$ cat src/rtl/uart_pkg.sv
// ============================================================================
// Module      : uart_pkg
// Description : Shared UART constants: receiver state encoding and bit period.
// Revision    : 1.0 - initial release
// ============================================================================
`default_nettype none

package uart_pkg;

    localparam int DEFAULT_CLKS_PER_BIT = 10417;

    typedef logic [2:0] state_t;

    localparam state_t IDLE  = 3'd0;
    localparam state_t START = 3'd1;
    localparam state_t DATA  = 3'd2;
    localparam state_t STOP  = 3'd3;
    localparam state_t BREAK = 3'd4;

endpackage

`default_nettype wire

$ cat src/rtl/rx_sync.sv
// ============================================================================
// Module      : rx_sync
// Description : Two-flop synchronizer for the serial input, preset to idle-high.
// Revision    : 1.0 - initial release
// ============================================================================
`default_nettype none

module rx_sync (
    input  logic CLK,
    input  logic RST,
    input  logic d,
    output logic q
);

    logic meta_q;
    logic sync_q;

    // Preset to 1 so reset release never looks like a start edge.
    always_ff @(posedge CLK or posedge RST) begin
        if (RST) begin
            meta_q <= 1'b1;
            sync_q <= 1'b1;
        end else begin
            meta_q <= d;
            sync_q <= meta_q;
        end
    end

    assign q = sync_q;

endmodule

`default_nettype wire

$ cat src/rtl/uart_rx.sv
// ============================================================================
// Module      : uart_rx
// Description : 8N1 serial receiver, LSB first, mid-bit sampling, break hold-off.
// Revision    : 1.0 - initial release
// ============================================================================
`default_nettype none

module uart_rx
    import uart_pkg::*;
#(
    parameter int CLKS_PER_BIT = DEFAULT_CLKS_PER_BIT
) (
    input  logic       CLK,
    input  logic       RST,
    input  logic       RXD,
    output logic [7:0] RX_DATA,
    output logic       RX_VALID,
    output logic       RX_BUSY,
    output logic       RX_ERR
);

    localparam int HALF_BIT = CLKS_PER_BIT / 2;
    localparam int CW       = $clog2(CLKS_PER_BIT);

    localparam logic [CW-1:0] C_BIT_LAST  = CW'(CLKS_PER_BIT - 1);
    localparam logic [CW-1:0] C_HALF_LAST = CW'(HALF_BIT - 1);

    logic          rxd_s;
    state_t        state_q, state_d;
    logic [CW-1:0] cnt_q, cnt_d;
    logic [2:0]    idx_q, idx_d;
    logic [7:0]    shreg_q, shreg_d;
    logic [7:0]    data_q, data_d;
    logic          valid_q, valid_d;
    logic          busy_q, busy_d;
    logic          err_q, err_d;

    rx_sync u_sync (
        .CLK (CLK),
        .RST (RST),
        .d   (RXD),
        .q   (rxd_s)
    );

    always_comb begin
        state_d = state_q;
        cnt_d   = cnt_q;
        idx_d   = idx_q;
        shreg_d = shreg_q;
        data_d  = data_q;
        valid_d = 1'b0;
        err_d   = 1'b0;

        case (state_q)
            IDLE: begin
                cnt_d = '0;
                if (!rxd_s) state_d = START;
            end
            START: begin
                if (cnt_q == C_HALF_LAST) begin
                    cnt_d = '0;
                    idx_d = 3'd0;
                    // A line back high at mid-start was a glitch, not a frame.
                    state_d = rxd_s ? IDLE : DATA;
                end else begin
                    cnt_d = cnt_q + CW'(1);
                end
            end
            DATA: begin
                if (cnt_q == C_BIT_LAST) begin
                    cnt_d          = '0;
                    shreg_d[idx_q] = rxd_s;
                    if (idx_q == 3'd7) state_d = STOP;
                    else               idx_d   = idx_q + 3'd1;
                end else begin
                    cnt_d = cnt_q + CW'(1);
                end
            end
            STOP: begin
                if (cnt_q == C_BIT_LAST) begin
                    cnt_d = '0;
                    if (rxd_s) begin
                        data_d  = shreg_q;
                        valid_d = 1'b1;
                        state_d = IDLE;
                    end else begin
                        err_d   = 1'b1;
                        state_d = BREAK;
                    end
                end else begin
                    cnt_d = cnt_q + CW'(1);
                end
            end
            BREAK: begin
                cnt_d = '0;
                if (rxd_s) state_d = IDLE;
            end
            default: begin
                cnt_d   = '0;
                state_d = IDLE;
            end
        endcase

        // Busy follows the next state so it drops together with the valid strobe.
        busy_d = (state_d != IDLE);
    end

    always_ff @(posedge CLK or posedge RST) begin
        if (RST) begin
            state_q <= IDLE;
            cnt_q   <= '0;
            idx_q   <= 3'd0;
            shreg_q <= 8'h00;
            data_q  <= 8'h00;
            valid_q <= 1'b0;
            busy_q  <= 1'b0;
            err_q   <= 1'b0;
        end else begin
            state_q <= state_d;
            cnt_q   <= cnt_d;
            idx_q   <= idx_d;
            shreg_q <= shreg_d;
            data_q  <= data_d;
            valid_q <= valid_d;
            busy_q  <= busy_d;
            err_q   <= err_d;
        end
    end

    assign RX_DATA  = data_q;
    assign RX_VALID = valid_q;
    assign RX_BUSY  = busy_q;
    assign RX_ERR   = err_q;

endmodule

`default_nettype wire

$ cat config.mk
export PLATFORM = sky130hd
export DESIGN_NAME = uart_rx
export DESIGN_NICKNAME = d
export VERILOG_FILES = /design/src/rtl/uart_pkg.sv /design/src/rtl/rx_sync.sv /design/src/rtl/uart_rx.sv
export SDC_FILE = /design/constraint.sdc
export NUM_CORES = 1
export LEC_CHECK = 0
export BUFFER_PORTS_ARGS = -buffer_cell sky130_fd_sc_hd__clkbuf_2
export CAP_MARGIN = 20
export CORE_MARGIN = 5
export CORE_UTILIZATION = 55
export DETAILED_ROUTE_END_ITERATION = 7
export PLACE_DENSITY = 0.73
export SLEW_MARGIN = 25
export SYNTH_ARGS = -nofsm -noshare
export SYNTH_HDL_FRONTEND = slang
export SYNTH_SLANG_ARGS = --single-unit
export TNS_END_PERCENT = 10
$ cat constraint.sdc
create_clock -name CLK -period 2.39 [get_ports CLK]
set_input_delay 0.717 -clock CLK [delete_from_list [all_inputs] [get_ports CLK]]
set_output_delay 0.717 -clock CLK [all_outputs]
set_load 0.02 [all_outputs]
== Yosys cells after proc, flatten, opt, wreduce, memory -nomap -nowiden ==
Cells that the tools add are included.
Word-level totals
  input bits: 3
  logic and storage cells: 57
  output and inout bits: 11
  register bits: 41
Operators by class
  muxes and demuxes: 25
  order comparisons: 2
  reduce and logical (&&, ||, !) cells: 8
  add/subtract/negate cells: 2
  eq/ne operators: 10
Operators by type and width (count)
  two-way mux 3 bit: 10
  two-way mux 14 bit: 2
  one-hot mux 14 bit (2 select lines): 1
  one-hot mux 3 bit (5 select lines): 1
  adder 14 x 1 -> 14 bit, second input constant: 1
  equality test 14 x 13 -> 1 bit, second input constant: 1
  equality test 14 bit, second input constant: 1
  bitwise mux 8 bit: 1
  two-way mux 1 bit: 7
  equality test 3 x 2 -> 1 bit, second input constant: 2
  equality test 3 bit, second input constant: 2
  inequality test 2 bit, second input constant: 3
  one-hot mux 3 bit (2 select lines): 1
  less-than comparator 3 x 4 -> 1 bit, second input constant: 1
  AND reduction 4 bit: 1
  adder 3 x 1 -> 3 bit, second input constant: 1
  demux 1 bit (select 3 bit): 1
  equality test 3 x 1 -> 1 bit, second input constant: 1
  >= comparator 3 x 1 -> 1 bit, second input constant: 1
  zero test 3 bit: 1
  AND reduction 3 bit: 1
  nonzero test 3 bit: 1
  two-way mux 2 bit: 1
  AND reduction 2 bit: 1
  3 further kinds: 3

== Depth between registers and ports, before layout ==
Gate-level depths: netlist (run 1).
  depth in word-level cells: 5
  gate-level depth with buffers: 8
  mapped depth without buffers: 7

== Modules after synthesis ==
From an unflattened synthesis (run 1), not the netlist that was laid out.
Second synthesis, totals
  cell total of the unflattened synthesis: 169
  area total of the unflattened synthesis: 1913.1 um^2
Modules (own cells, without submodules)
  uart_rx: sequential area each 975.9 um^2, area each 1856.8 um^2, times used 1, cells an instance 166
  rx_sync: sequential area each 52.6 um^2, area each 56.3 um^2, times used 1, cells an instance 3

== Worst setup path after synthesis (run 1) ==
Ideal clock, no wire load.
  path type: register to register
  start: register cnt_q[8]
  end: register busy_q (netlist: RX_BUSY)
  arrival time: 1.897 ns
  slack: 0.362 ns
  clock period less this slack: 2.028 ns
  path buffers: 0
  stages on the path, launching flop included: 6
  path through: dfrtp_1 -> or3_4 -> nor4_4 -> a21oi_1 -> a311o_1 -> or3b_1
On the way
  word-level cells in the longest chain between the ends: 4
  elaborated cells on any way between the ends: 7
  classes of those cells: eq/ne: 2; mux: 4; reduce/logical: 1
Ends and longest elaborated chain
  from (decl): RTL line uart_rx.sv:30  | logic [CW-1:0] cnt_q, cnt_d;
  from (signal assigned): RTL line uart_rx.sv:120  | cnt_q <= cnt_d;
  equality test 14 bit / equality test 14 x 13 -> 1 bit (equally long branches): RTL line uart_rx.sv:70, uart_rx.sv:80, uart_rx.sv:60
  two-way mux 3 bit (on tied branches): RTL line uart_rx.sv:80, uart_rx.sv:60, uart_rx.sv:70
  one-hot mux 3 bit (5 select lines) (*): RTL line uart_rx.sv:54  | case (state_q)
  named net state_d[0]: RTL line uart_rx.sv:29  | state_t state_q, state_d;
  nonzero test 3 bit (*): RTL line uart_rx.sv:105  | busy_d = (state_d != IDLE);
  named net busy_d: RTL line uart_rx.sv:35  | logic busy_q, busy_d;
  to (signal assigned): RTL line uart_rx.sv:125  | busy_q <= busy_d;
  to (decl): RTL line uart_rx.sv:35
Mark *: on every way through the listed nets, which the timed path passes. The rest lies on a longest branch.
A chain may end at the register's enable or synchronous reset.

== Final worst setup path (run 1) ==
Ends and elaborated chain as after synthesis.

==> results.ini, run 1 <==
[run_status]
status = finished clean

[detailed_routing]
antenna_left = 0
wire_per_inst_um = 14.4
vias = 1239
drt-vias-per-instance = 5.48
routed_wl_um = 3260
dr.pass1.iters = 4
drtIter0Drc = 76
drc = 0

[final_layout]
drive_above_1_share = 0.267
diodes = 0
utilization = 0.636
fillers = 278
areaGrowthSynthToFinish_pct = 11.4
nets = 186

[timing]
slew_viol_final = 0
rsz0062_at_grt = false
slew_headroom = 0.621
worst-slew-pin-transition_ps = 567
finalSetupTns_ps = 0
fin_skew_ps = 7.25
hold_viol = 0
fmax_mhz = 455
setup_viol_count_final = 0
fin_crit_sh = 0.920
timing.hold.ws_ps = 366
worst_slack_ps = 191
period_minus_slack_ps = 2200

[setup_path]
cp_slowest_cell = dfrtp_1
cp.required_ps = 2630
crit_family = simple AND/OR/NAND/NOR gates
cp_cell_sequence = or3_4 > nor4_4 > a21oi_1 > a311o_1 > or3b_1
cp.arrival_ps = 2430
critPathBufInv = 0
criticalPathCategory = reg2reg
critPathMaxFanout = 6
critical_path.endpoint_type = flop
crit_path_max_incr_delay_ps = 470
cp-start-kind = flop

[yosys]
synth-edff-count = 0
synth_top_area_cell = dfrtp_1
ys_seq_area_frac = 0.540
syn_inst = 162
synth.distinct_cells = 37
ys_warn_count = 0
ys_ff_latch = 41
synthArstFlopShare = 1.00
syn_area_per_cell_sq_um = 11.7
ys_top_cells_by_area = dfrtp_1 51%, mux2_2 9.5%, nor2_1 4.1%
synth_ff_type = dfrtp_1
syn_area_sq_um = 1900
synth_top_area_frac = 0.513
synth_nets = 169

[placement]
post-place-ws_ps = 196
dp_hpwl_um = 2350
globalplace.congestion = 0.839
io_buffers = 13

[clocking]
cts.sinks = 41
clk-insertion-delay-late_ps = 350
cts_root_buffer = clkbuf_4
tritoncts = yes
cts_buffers = 5
clk_pin_slew_ps = 120
cts_buffer_depth = 2
ctsResizeCount = 0
htree_num_levels = 2
holdBufCountCts = 0
post_cts_buffers = 0

[global_route]
grt_pass1_wl_um = 5890
grt_usage = 0.172
grt_overflow = 0
grt_max_degree = 42
grt_pass1_vias = 1271
antenna_found_initial = 0

[floorplanning]
die_area_sq_um = 4740
start_util = 0.570
core_area_sq_um = 3340
die_y_um = 68.8
ioPinCount = 14
rows = 21
die_w_um = 68.8

[worst_hold_path]
holdCritPathClass = reg2reg

[power_and_ir_drop]
power_density_nw_per_um2 = 596
p_leak_nw = 0.984
ir_drop_uv = 376

[run]
drv_cap = 0

## where the power goes
group / total, mW / switching [mW] / internal [mW] / leakage (nW)
logic: 0.0163 / 0.0137 / 0.00259 / 0.383
clock network: 0.548 / 0.224 / 0.324 / 0.0552
registers: 0.699 / 0.00267 / 0.697 / 0.546
total: 1.26 / 0.240 / 1.02 / 0.984
## worst reg2reg max path: stages (launching register included)
cell and delay (ps):
dfrtp_1 470, or3_4 430, nor4_4 360, a21oi_1 110
a311o_1 350, or3b_1 360
## stage by stage
| stage | instance area [sq um] | instances | power, mW |
|---|---|---|---|
| global route | 2120 | 226 | 1.32 |
| global placement | 2020 | 218 | 0.730 |
| CTS | 2120 | 226 | 1.28 |
| detailed placement | 2020 | 218 | 0.730 |
| floorplan | 1900 | 162 | 0.723 |
| finish | 2120 | 226 | 1.26 |
## cells by family after synthesis
logic type,count (synthesis),share of synthesized area
AOI/OAI and AO/OA,9,0.0348
xor gates and xnor gates,12,0.0552
adders and majority gates,4,0.0263
buffers and inverters,12,0.0237
DFF,41,0.540
muxes,17,0.101
and+or+nand+nor,67,0.219
## metal layers
metal | vias to the layer above | track usage | share of wire
met3 | 8 | 0.0389 | 0.043
met5 | - | 0 | 0
li1 | 611 | - | -
met2 | 19 | 0.261 | 0.46
met4 | 0 | 0.0730 | 0.018
met1 | 601 | 0.239 | 0.48
## final timing paths
path | to | startpoint | cells after the start | slack [ps]
setup / recovery | RX_BUSY | cnt_q[8] | 5 | 190
hold / removal | u_sync.q | u_sync.meta_q | 0 | 370
setup reg to reg | RX_BUSY | cnt_q[8] | 5 | 190
hold reg to reg | u_sync.q | u_sync.meta_q | 0 | 370
max in group asynchronous | u_sync.meta_q | RST | 3 | 1610
min in group asynchronous | shreg_q[6] | RST | 3 | 430
## synthesized netlist by cell type (4+ instances only)
library cell and n:
nand4_1 6, nor3_1 4, clkbuf_1 4, nor4_1 6, xor2_1 6, xnor2_1 6, ha_1 4, nand3_1 5
inv_1 8, nor2_1 21, mux2_2 16, nand2_1 5, dfrtp_1 39
## layout make-up
class | instances | area, sq um | area share
well taps | 46 | 57.6 | 0.0271
flip-flops and latches | 41 | 1030 | 0.485
multi-input cells | 109 | 830 | 0.391
inverters | 8 | 30.0 | 0.0142
clock inverters | 3 | 65.1 | 0.0307
repair buffers | 14 | 72.6 | 0.0342
clock buffers | 5 | 37.5 | 0.0177
## placed cells by master, fill, tap and decap left out, types with 2 or more instances in the layout
cell and n:
nor4_1 6, bufinv_16 2, mux2_2 16, nand3_1 5
dfrtp_1 39, clkbuf_4 5, nand4bb_1 2, xnor2_1 6
nor3_1 4, xor2_1 6, o21ai_0 2, nand2_1 5
a22o_1 2, nand2b_1 3, ha_1 4, dfstp_2 2
and4bb_2 2, clkbuf_2 13, nand4_1 6, and4_1 2
inv_1 8, nor2_1 21
## sequential cells by signal (all words and copies together) (netlist names), 3 cells and up
name / cells
cnt_q: 14
RX_DATA: 8
shreg_q: 8
state_q: 3
idx_q: 3
Power figures use the tool's default switching activity.
==> run 2, diff against run 1 <==
--- a/config.mk
+++ b/config.mk
@@ -7,10 +7,11 @@
 export LEC_CHECK = 0
 export BUFFER_PORTS_ARGS = -buffer_cell sky130_fd_sc_hd__clkbuf_2
 export CAP_MARGIN = 20
+export CORE_ASPECT_RATIO = 1.25
 export CORE_MARGIN = 5
-export CORE_UTILIZATION = 55
+export CORE_UTILIZATION = 58
 export DETAILED_ROUTE_END_ITERATION = 7
-export PLACE_DENSITY = 0.73
+export PLACE_DENSITY = 0.76
 export SLEW_MARGIN = 25
 export SYNTH_ARGS = -nofsm -noshare
 export SYNTH_HDL_FRONTEND = slang
==> run 2 against run 1 <==
Cell count fell by 3.5%. Design area rose by 0.47%. Setup slack improved by 7.3 ps. Sequential share of layout area fell by 0.23 points. Register-to-register slack barely moved. Sequential power barely moved. Clock power rose by 4.0%. Clock-buffer cell count rose by 2. Flip-flop and latch count did not move. Largest cell class unchanged. Highest routed layer unchanged.
==> results.ini, run 2 (synthesis results as in run 1) <==
[run_status]
status = finished clean

[power_and_ir_drop]
comb_power_share = 0.013
p_clk_frac = 0.443
power_density_nw_per_um2 = 603
power.internal_mw = 1.04
power.switching_uw = 246
pwr-share-seq = 0.544
p_sw_frac = 0.191
ir_drop_uv = 580
p_leak_nw = 0.993

[setup_path]
critical_path.endpoint_type = flop
criticalPathCategory = reg2reg
r2r_cells = 5
cp-start-kind = flop
critPathMaxFanout = 6
cp.required_ps = 2560
cp.arrival_ps = 2370

[floorplanning]
die_y_um = 74.0
die_w_um = 61.2
ioPinCount = 14
start_util = 0.596
die_area_sq_um = 4530
rows = 23
core_area_sq_um = 3190

[detailed_routing]
dr.pass1.iters = 5
drc = 0
drt-vias-per-instance = 5.96
wire_per_inst_um = 15.4
antenna_left = 0
drtIter0Drc = 37
routed_wl_um = 3360
vias = 1300

[run]
drv_cap = 0

[final_layout]
largest_reg_flops = 14
fillers = 236
layout_commonest_cell = dfrtp_1
drive_above_1_share = 0.265
diodes = 0
areaGrowthSynthToFinish_pct = 12.0
nets = 187
top_register = cnt_q
layout_common_cells = 39 x dfrtp_1, 21 x nor2_1, 16 x mux2_2, 13 x clkbuf_2, 8 x inv_1

[clocking]
cts.sinks = 41
cts_buffers = 5
clk_pin_slew_ps = 70
holdBufCountCts = 0
cts_root_buffer = clkbuf_8
tritoncts = yes
ctsResizeCount = 0
clk-insertion-delay-late_ps = 290
cts_buffer_depth = 2
post_cts_buffers = 0
htree_num_levels = 2

[timing]
fin_crit_sh = 0.917
period_minus_slack_ps = 2190
rsz0062_at_grt = false
worst_slack_ps = 198
fmax_mhz = 456
slew_headroom = 0.621
finalSetupTns_ps = 0
hold_viol = 0
slew_viol_final = 0
worst-slew-pin-transition_ps = 567
fin_skew_ps = 2.93
setup_viol_count_final = 0

[placement]
io_buffers = 13
globalplace.congestion = 0.841
dp_hpwl_um = 2450
post-place-ws_ps = 210

[global_route]
antenna_found_initial = 0
grt_overflow = 0
grt_max_degree = 42
grt_pass1_wl_um = 6130
grt_usage = 0.185
grt_pass1_vias = 1373

[worst_hold_path]
whs_path_depth = 0
holdCritPathClass = reg2reg

run 2: changes by cell type in the layout (fill, tap and decap cells not counted):
cell,previous run,this run
clkbuf_8,0,6
clkbuf_4,5,0
buf_4,1,2
bufinv_16,2,1
clkbuf_1,0,1
clkinv_2,1,0
run 2: path summary, 6_finish.rpt:
kind	startpoint	end	slack, ps
max reg2reg	cnt_q[8]	RX_BUSY	200
min in group asynchronous	RST	cnt_q[0]	510
min	u_sync.meta_q	u_sync.q	360
max	cnt_q[8]	RX_BUSY	200
min reg2reg	u_sync.meta_q	u_sync.q	360
max in group asynchronous	RST	u_sync.q	1510
run 2: area by class of cell:
cell class	count	area [sq um]	share of cell area
clock inverter	1	30.0	0.0141
inverter	8	30.0	0.0141
clock buffer	7	86.3	0.0405
multi-input combinational	109	830	0.389
tap	37	46.3	0.0217
sequential	41	1030	0.483
timing repair buffer	15	80.1	0.0376
run 2: critical path, stage by stage (launching register included):
cell and delay (ps):
dfrtp_1 450, or3_4 430, nor4_4 370, a21oi_1 120, a311o_1 350, or3b_1 350
run 2: routing by layer:
layer | track usage | routed length [um] | up-vias
met5 | 0 | 0 | -
met4 | 0.0964 | 79 | 0
met3 | 0.0538 | 107 | 7
met2 | 0.304 | 1820 | 22
met1 | 0.217 | 1360 | 660
li1 | - | - | 611
run 2: through the flow:
stage | power (mW) | utilization | cell area, sq um | cells | hold WS (ps)
final | 1.29 | 0.667 | 2130 | 218 | 360
after global routing | 1.34 | 0.667 | 2130 | 218 | 366
after floorplan | 0.723 | - | 1900 | 162 | 345
after global placement | 0.730 | 0.631 | 2010 | 210 | 347
after detailed placement | 0.730 | 0.631 | 2010 | 210 | 349
after CTS | 1.30 | 0.667 | 2130 | 218 | 360
run 2: power by group through the flow:
stage | sequential, mW | clock, mW | combinational [mW]
final | 0.699 | 0.570 | 0.0165
after global routing | 0.700 | 0.617 | 0.0205
after CTS | 0.699 | 0.581 | 0.0177
after detailed placement | 0.713 | 0 | 0.0178
after global placement | 0.713 | 0 | 0.0171
after floorplan | 0.710 | 0 | 0.0130
==> run 3, diff against run 2 <==
--- a/config.mk
+++ b/config.mk
@@ -5,13 +5,14 @@
 export SDC_FILE = /design/constraint.sdc
 export NUM_CORES = 1
 export LEC_CHECK = 0
+export ABC_AREA = 1
 export BUFFER_PORTS_ARGS = -buffer_cell sky130_fd_sc_hd__clkbuf_2
 export CAP_MARGIN = 20
 export CORE_ASPECT_RATIO = 1.25
 export CORE_MARGIN = 5
-export CORE_UTILIZATION = 58
+export CORE_UTILIZATION = 59
 export DETAILED_ROUTE_END_ITERATION = 7
-export PLACE_DENSITY = 0.76
+export PLACE_DENSITY = 0.77
 export SLEW_MARGIN = 25
 export SYNTH_ARGS = -nofsm -noshare
 export SYNTH_HDL_FRONTEND = slang
==> run 3 against run 2 <==
Sequential power about the same. Critical path type unchanged. Critical endpoint unchanged. Largest cell class unchanged. Clock-buffer cell count fell by 2. Highest routed layer unchanged. Clock power up 15%. Combinational power hardly changed.
==> results.ini, run 3 <==
[final_layout]
final_cells = 328
diodes = 0
nets = 295
drive_above_1_share = 0.163
largest_reg_flops = 14
top_register = cnt_q
layout_commonest_cell = nand2_1
areaGrowthSynthToFinish_pct = 11.1
layout_common_cells = 83 x nand2_1, 39 x dfrtp_1, 26 x nor2_1, 25 x inv_1, 20 x nand3_1

[clocking]
cts_buffer_depth = 2
cts_root_buffer = clkbuf_8
holdBufCountCts = 0
clk-insertion-delay-late_ps = 300
clk_pin_slew_ps = 80
cts.sinks = 41
tritoncts = yes
ctsResizeCount = 0
htree_num_levels = 2
cts_buffers = 5
post_cts_buffers = 0

[detailed_routing]
drc = 0
drt-vias-per-instance = 5.29
routed_wl_um = 4080
vias = 1735
dr.pass1.iters = 4
wire_per_inst_um = 12.4
antenna_left = 0
drtIter0Drc = 72

[placement]
post-place-ws_ps = 783
globalplace.congestion = 0.802
dp_cells = 320
dp_hpwl_um = 2990
io_buffers = 13

[power_and_ir_drop]
power_density_nw_per_um2 = 578
pwr-share-seq = 0.509
p_clk_frac = 0.479
power.switching_uw = 261
ir_drop_uv = 670
comb_power_share = 0.012
p_leak_nw = 1.26
power.internal_mw = 1.11
p_sw_frac = 0.190

[yosys]
synth_ff_type = dfrtp_1
syn_area_per_cell_sq_um = 7.90
ys_seq_area_frac = 0.480
synth_nets = 278
ys_ff_latch = 41
syn_inst = 271
synth_common_cells = 83 x nand2_1, 39 x dfrtp_1, 26 x nor2_1
synth.distinct_cells = 30
syn_area_sq_um = 2140
synth_most_common_cell = nand2_1
synthArstFlopShare = 1.00
synth_top_area_cell = dfrtp_1
ys_warn_count = 0
ys_top_cells_by_area = dfrtp_1 46%, nand2_1 15%, nand3_1 4.7%
synth_top_area_frac = 0.456
synth-edff-count = 0

[floorplanning]
die_w_um = 63.9
die_y_um = 77.4
ioPinCount = 14
start_util = 0.610
rows = 24
die_area_sq_um = 4940
core_area_sq_um = 3510

[timing]
period_minus_slack_ps = 1610
setup_viol_count_final = 0
slew_headroom = 0.666
fin_skew_ps = 7.81
fmax_mhz = 622
rsz0062_at_grt = false
worst-slew-pin-transition_ps = 501
hold_viol = 0
fin_crit_sh = 0.673
slew_viol_final = 0
finalSetupTns_ps = 0
worst_slack_ps = 783

[setup_path]
critPathMaxFanout = 15
cp.required_ps = 2560
cp.arrival_ps = 1780
critical_path.endpoint_type = flop
cp-start-kind = flop
criticalPathCategory = reg2reg

[global_route]
grt_pass1_vias = 1737
grt_usage = 0.189
grt_max_degree = 42
antenna_found_initial = 0
grt_overflow = 0
grt_pass1_wl_um = 7580

[run_status]
status = finished clean

[worst_hold_path]
holdCritPathClass = reg2reg

[run]
drv_cap = 0

## run 3: changes by cell type in the layout (fill, tap and decap cells not counted), moves of 4 or more
cell / delta
nand2_1: +78
o21ai_0: +4
nor4_1: -6
mux2_2: -16
inv_2: +7
inv_1: +17
nand3_1: +15
nor2_1: +5
nand4_1: +5
a21oi_1: +11
o21ai_1: +7
xnor2_1: -5
## run 3: worst paths after layout
kind                                from            end  slack [ps]  cells after the start
max in group asynchronous            RST  u_sync.meta_q        1510                      3
min reg2reg                u_sync.meta_q       u_sync.q         360                      0
max reg2reg                     cnt_q[8]        RX_BUSY         780                      8
min                        u_sync.meta_q       u_sync.q         360                      0
min in group asynchronous            RST     RX_DATA[2]         510                      3
max                             cnt_q[8]        RX_BUSY         780                      8
## run 3: logic make-up after synthesis
logic type	count (synthesis)	share of synthesized area
AO/OA/AOI/OAI	27	0.0660
XOR/XNOR	5	0.0204
adder cells (fa/ha/maj)	4	0.0234
buffers and inverters	38	0.0707
flip-flops	41	0.480
AND/OR/NAND/NOR	156	0.339
## run 3: power groups by stage
stage / clock network, mW / logic (mW) / registers, mW
after floorplan: 0 / 0.0133 / 0.711
after global placement: 0 / 0.0175 / 0.714
after detailed placement: 0 / 0.0180 / 0.714
after CTS: 0.675 / 0.0181 / 0.700
after global routing: 0.708 / 0.0211 / 0.701
final: 0.658 / 0.0167 / 0.700
## run 3: cell type report
type / count / area [sq um]
Clock buffer: 5 / 68.8
Clock inverter: 3 / 65.1
Multi-Input combinational cell: 192 / 962
Timing Repair Buffer: 14 / 72.6
Sequential cell: 41 / 1030
Tap cell: 39 / 48.8
Inverter: 34 / 134
Fill cell: 312 / 1130
## run 3: metrics by stage
stage               hold WS, ps   util  power, mW  cell area (sq um)
global route                362  0.677       1.43               2380
global placement            347  0.639      0.731               2250
CTS                         359  0.677       1.39               2380
finish                      358  0.677       1.38               2380
floorplan                   345      -      0.724               2140
detailed placement          348  0.639      0.732               2250
## run 3: per-layer routing
metal,GRT usage,up-vias,share of wire,wire length (um)
li1,-,900,-,-
met3,0.0477,12,0.030,122
met1,0.210,792,0.41,1670
met5,0,-,0,0
met4,0.0956,0,0.023,93
met2,0.330,31,0.54,2190
## run 3: critical path, cell delays in order, from the launching register on
cell and delay [ps]:
dfrtp_1 420, nor2_2 230, nand2_1 80, nor2_1 80, nand2_1 90, nand2_2 250, nand2_1 80, nor2_1 150
nand3_1 100
